[config.mk]
export PLATFORM = sky130hd
export DESIGN_NAME = pll_lock_sequencer
export DESIGN_NICKNAME = d
export VERILOG_FILES = /design/src/rtl/pll_lock_sequencer.sv
export SDC_FILE = /design/constraint.sdc
export NUM_CORES = 1
export LEC_CHECK = 0
export ABC_AREA = 1
export BUFFER_PORTS_ARGS = -buffer_cell sky130_fd_sc_hd__buf_2
export CORE_UTILIZATION = 44
export CTS_BUF_LIST = sky130_fd_sc_hd__clkbuf_16
export CTS_CLUSTER_DIAMETER = 100
export DETAILED_ROUTE_END_ITERATION = 8
export RECOVER_POWER = 100
export REMOVE_ABC_BUFFERS = 1
export SETUP_SLACK_MARGIN = 0.2
export SLEW_MARGIN = 20
export SYNTH_ARGS = -nofsm -noshare
export SYNTH_HDL_FRONTEND = slang
export SYNTH_SLANG_ARGS = --single-unit
[constraint.sdc]
create_clock -name clk_74a -period 2.43 [get_ports clk_74a]
set_input_delay 0.243 -clock clk_74a [delete_from_list [all_inputs] [get_ports clk_74a]]
set_output_delay 0.243 -clock clk_74a [all_outputs]
set_load 0.1 [all_outputs]
[src/rtl/pll_lock_sequencer.sv]
// rtl/pll_lock_sequencer.sv - PLL reset/lock sequencer with staged domain reset release
module pll_lock_sequencer #(
   parameter int PLL_RST_CYCLES = 8,
   parameter int LOCK_TIMEOUT   = 1048576,
   parameter int STABLE_CYCLES  = 1024,
   parameter int STAGE_GAP      = 16,
   parameter int MAX_RETRIES    = 4
) (
   input  logic       clk_74a,
   input  logic       rst,
   input  logic       pll_locked,
   input  logic       retry,
   output logic       pll_rst,
   output logic       mem_reset,
   output logic       core_reset,
   output logic       video_reset,
   output logic       ready,
   output logic       fail,
   output logic [2:0] retry_count,
   output logic [7:0] loss_count
);

   // The shared counter only ever needs to reach (largest parameter - 1); one spare bit keeps
   // power-of-two parameters safe.
   localparam int MAX_AB = (PLL_RST_CYCLES > LOCK_TIMEOUT) ? PLL_RST_CYCLES : LOCK_TIMEOUT;
   localparam int MAX_CD = (STABLE_CYCLES > STAGE_GAP) ? STABLE_CYCLES : STAGE_GAP;
   localparam int MAX_P  = (MAX_AB > MAX_CD) ? MAX_AB : MAX_CD;
   localparam int CW     = $clog2(MAX_P) + 1;

   localparam logic [CW-1:0] RST_LAST    = CW'(PLL_RST_CYCLES - 1);
   localparam logic [CW-1:0] LOCK_LAST   = CW'(LOCK_TIMEOUT - 1);
   localparam logic [CW-1:0] STABLE_LAST = CW'(STABLE_CYCLES - 1);
   localparam logic [CW-1:0] GAP_LAST    = CW'(STAGE_GAP - 1);
   localparam logic [2:0]    RETRY_LIMIT = 3'(MAX_RETRIES);

   typedef enum logic [2:0] {
      PLL_RESET = 3'd0,
      WAIT_LOCK = 3'd1,
      STABILIZE = 3'd2,
      REL_MEM   = 3'd3,
      REL_CORE  = 3'd4,
      RUN       = 3'd5,
      FAIL      = 3'd6
   } state_t;

   state_t        state;
   state_t        state_n;
   logic [CW-1:0] cnt;
   logic [1:0]    sync_q;
   logic          locked_s;
   logic [2:0]    retry_next;
   logic          retry_inc;
   logic          retry_clr;
   logic          loss_inc;

   assign locked_s   = sync_q[1];
   assign retry_next = retry_count + 3'd1;

   // Bring the asynchronous lock indication into the clk_74a domain.
   always_ff @(posedge clk_74a or posedge rst) begin
      if (rst) begin
         sync_q <= 2'b00;
      end else begin
         sync_q <= {sync_q[0], pll_locked};
      end
   end

   // Next-state decision and bookkeeping strobes for the retry/loss counters.
   always_comb begin
      state_n   = state;
      retry_inc = 1'b0;
      retry_clr = 1'b0;
      loss_inc  = 1'b0;
      case (state)
         PLL_RESET: begin
            if (cnt == RST_LAST) state_n = WAIT_LOCK;
         end
         WAIT_LOCK: begin
            if (locked_s) begin
               state_n = STABILIZE;
            end else if (cnt == LOCK_LAST) begin
               retry_inc = 1'b1;
               state_n   = (retry_next == RETRY_LIMIT) ? FAIL : PLL_RESET;
            end
         end
         STABILIZE: begin
            if (!locked_s)               state_n = WAIT_LOCK;
            else if (cnt == STABLE_LAST) state_n = REL_MEM;
         end
         REL_MEM: begin
            if (!locked_s) begin
               loss_inc  = 1'b1;
               retry_clr = 1'b1;
               state_n   = PLL_RESET;
            end else if (cnt == GAP_LAST) begin
               state_n = REL_CORE;
            end
         end
         REL_CORE: begin
            if (!locked_s) begin
               loss_inc  = 1'b1;
               retry_clr = 1'b1;
               state_n   = PLL_RESET;
            end else if (cnt == GAP_LAST) begin
               state_n = RUN;
            end
         end
         RUN: begin
            if (!locked_s) begin
               loss_inc  = 1'b1;
               retry_clr = 1'b1;
               state_n   = PLL_RESET;
            end
         end
         FAIL: begin
            if (retry) begin
               retry_clr = 1'b1;
               state_n   = PLL_RESET;
            end
         end
         default: state_n = PLL_RESET;
      endcase
   end

   // State register and shared cycle counter; the counter restarts on every state change and
   // holds at all-ones in the open-ended states instead of wrapping.
   always_ff @(posedge clk_74a or posedge rst) begin
      if (rst) begin
         state <= PLL_RESET;
         cnt   <= '0;
      end else begin
         state <= state_n;
         if (state_n != state)  cnt <= '0;
         else if (cnt != '1)    cnt <= cnt + 1'b1;
      end
   end

   // Outputs are registered from the next state so each one changes on the edge of entry.
   always_ff @(posedge clk_74a or posedge rst) begin
      if (rst) begin
         pll_rst     <= 1'b1;
         mem_reset   <= 1'b1;
         core_reset  <= 1'b1;
         video_reset <= 1'b1;
         ready       <= 1'b0;
         fail        <= 1'b0;
      end else begin
         pll_rst     <= (state_n == PLL_RESET);
         mem_reset   <= !((state_n == REL_MEM) || (state_n == REL_CORE) || (state_n == RUN));
         core_reset  <= !((state_n == REL_CORE) || (state_n == RUN));
         video_reset <= (state_n != RUN);
         ready       <= (state_n == RUN);
         fail        <= (state_n == FAIL);
      end
   end

   // Retry attempts since last clear, and saturating count of post-release lock losses.
   always_ff @(posedge clk_74a or posedge rst) begin
      if (rst) begin
         retry_count <= 3'd0;
         loss_count  <= 8'd0;
      end else begin
         if (retry_clr)      retry_count <= 3'd0;
         else if (retry_inc) retry_count <= retry_next;
         if (loss_inc && (loss_count != 8'hFF)) loss_count <= loss_count + 8'd1;
      end
   end

endmodule

==> metrics.md <==
| Metric | Value |
|---|---|
| Status | complete, no violations |
| CP Cell Sequence | ha_1 > nand2_1 > nor2_4 > nand2_1 > nor2_4 > a21oi_2 > nor2_4 > nand2_1 > nand2_2 > nand2_2 > nand2_4 > buf_12 > nor2_1 |
| Vias | 1,825 |
| Leakage | 1.162 nW |
| DRC | 0 |
| Layout cells sized above 1 | 13.64% |
| Critical Path RT | 2.60 ns |
| Diodes inserted | 0 |
| TritonCTS Buffers | 5 |
| Die W | 77.45 um |
| FF-to-FF End | cnt[8] |
| Register bit count reported by yosys | 43 |
| Clock Root Buffer | clkbuf_16 |
| RSZ-0062 raised after global routing | no |
| Critical Path Start | cnt[0] |
| Cts hold-fix bufs | 0 |
| Port buffer count | 20 |
| Slowest cell on the critical path | dfrtp_1 |
| Post-CTS sizing | 0 |
| Syn. warnings | 0 |
| Worst Clk Skew | 0.005326 ns |
| Clk Latency, worst-skew pair | 0.28 ns |
| Min cycle time layout | 2.076 ns |
| GPL Wtd Cong | 0.7941 |
| GR Util met1 | 22.99% |
| Mean routed wirelength per cell | 11.63 um |
| Synth cell types | 29 |
| Vias per inst | 4.803 |
| Mapped Avg Cell Area | 8.883 um2 |
| Crit Path Max Fanout | 21 |
| Vias in the first global route | 1,789 |
| CP startpoint kind | register |
| Synth Cell Area | 0.002505 mm2 |
| FP Rows | 27 |
| Core Area | 0.005507 mm2 |
| I/O pins | 21 |
| # H-tree levels | 2 |
| First-pass GRT wire length | 8.073 mm |
| Setup CP Type | reg -> reg |
| Register area share after synthesis | 43.16% |
| Largest stage delay on the critical path | 0.38 ns |
| First-pass iteration count of the detailed router | 4 |
| Met2 Resource Use GR | 26.55% |
| Die area | 0.005999 mm2 |
| Final Setup Violations | 0 |
| Largest net degree at the start of global routing | 29 |
| F_max | 481.7 MHz |
| Clock transition at path regs | 0.07 ns |
| Core Util, Final | 48.51% |
| Clock sink count | 43 |
| Post-route antenna net violation count | 0 |
| PD cells | 838.9 mW/mm2 |
| Die Ht | 77.45 um |
| Max clock buf depth | 2 |
| Final Hold Viols | 0 |
| GRT Max-Usage Layer | met2 |
| Slew Limit Fails | 0 |
| Worst slew pin tran | 1.167 ns |
| Syn Inst Count | 282 |
| Detailed Place HPWL | 3.288 mm |
| CP arrival | 2.25 ns |
| Worst hold path type | in -> async |
| Number of max-cap violations | 0 |
| Initial antenna violation count | 0 |
| First DRT Iteration DRCs | 97 |
| Reg2reg setup slack | 0.35 ns |
| Peak supply drop | 0.0004840 V |
| FF-to-FF path depth | 13 |
| Grt ovf | 0 |
| FF-to-FF Start | cnt[0] |
| Worst setup EP type | register |
| Final net count | 315 |
| Setup tns final | 0 ns |
| Final period util | 85.43% |
| Rel. slew slack | 22.53% |
| Drt total wl | 4.421 mm |
| Overall Global Routing Usage | 16.81% |
| Postcts setup bufs | 0 |
| Starting density of the core | 45.49% |
| Synth-to-layout area growth | 6.643% |
| Met3 Use GR | 4.353% |
| CTS tree | yes |
-- routing by layer --
layer,share of wire [%],vias to the layer above
met5,0,-
met4,0.59,0
met3,4.0,4
met2,45,36
met1,50,843
li1,-,942
-- state kept, by name, summed over array words and instances (netlist names) --
name         cells
cnt             21
retry_count      3
sync_q           2
state            3
core_reset       1
loss_count       8
pll_rst          1
mem_reset        1
fail             1
video_reset      1
ready            1
-- synth_stat cells, drive strengths merged --
library cell	n	share of area (%)
nor2	62	17
nand2	55	9.6
dfrtp	39	39
inv	31	4.6
nand3	29	6.0
xor2	14	4.9
xnor2	9	3.1
a21oi	7	1.7
o21ai	7	1.4
nand4	6	1.5
nor3	6	1.2
buf	4	2.2
dfstp	4	4.2
ha	4	2.0
mux2	1	0.45
mux2i	1	0.40
nand3b	1	0.30
nor3b	1	0.30
o22ai	1	0.25
-- critical path, delay by kind of cell, from the launching register on --
family	cells	cell delay (ns)
simple gates	10	1.10
flops	1	0.38
fa+ha+maj	1	0.20
buf+inv	1	0.17
compound gates	1	0.09
-- worst max path at each step --
stage                          to  slack (ns)  depth (start not counted)
after floorplan            cnt[6]        0.02                         11
after global placement     cnt[6]        0.43                         13
after detailed placement   cnt[6]        0.38                         13
after CTS                  cnt[6]        0.37                         13
after global routing      cnt[14]        0.18                         13
final                      cnt[8]        0.35                         13
-- cells by family (layout without fill, tap and decap cells) --
family                   after synthesis  in the layout  share of synthesized area (%)
AND/OR/NAND/NOR                      160            160                          35.71
flip-flops                            43             43                          43.16
buffers and inverters                 35             61                          6.893
XOR/XNOR                              23             23                          8.042
AO/OA/AOI/OAI                         15             15                          3.347
adder cells (fa/ha/maj)                4              4                          1.998
multiplexers                           2              2                         0.8491
-- cell usage in the layout (no fill, tap or decap) --
master	instances
xor2_1	14
nor2_2	3
mux2_2	1
nand2_1	47
nor2_4	10
nand4_1	6
xnor2_1	9
clkinv_1	1
buf_12	1
mux2i_1	1
clkbuf_1	18
nor3_1	6
inv_1	28
inv_6	1
clkinvlp_4	2
buf_2	3
o22ai_1	1
a21oi_1	6
clkbuf_16	5
a21oi_2	1
nand3_2	1
nor3b_1	1
inv_2	2
ha_1	4
o21ai_0	7
nand2_4	1
dfstp_2	4
nand3b_1	1
nand2_2	7
dfrtp_1	39
nand3_1	28
nor2_1	49
-- stage by stage --
step	std cells	hold WS, ns	area [um2]	total power [mW]	setup WS (ns)
after detailed placement	372	0.3364	2666	1.664	0.3759
after floorplan	278	0.2744	2449	1.529	0.01911
after global placement	372	0.3386	2666	1.661	0.4333
final	380	0.04527	2671	2.241	0.3539
after global routing	380	0.05743	2671	2.355	0.1849
after CTS	380	0.06459	2815	2.347	0.3683
-- final cells by class --
type / count / area [um2]
clock buffer: 5 / 125.1
clock inverter: 3 / 23.77
fill: 567 / 2835
inverter: 31 / 116.4
multi-input combinational: 204 / 1132
sequential: 43 / 1081
tap: 72 / 90.09
timing repair buffer: 22 / 102.6
-- where the power goes --
group | internal [mW] | switching [mW] | total (mW)
Sequential | 0.799 | 0.0798 | 0.879
Combinational | 0.138 | 0.550 | 0.689
Clock | 0.384 | 0.289 | 0.673
No activity file was read; power rests on OpenSTA's default activity.
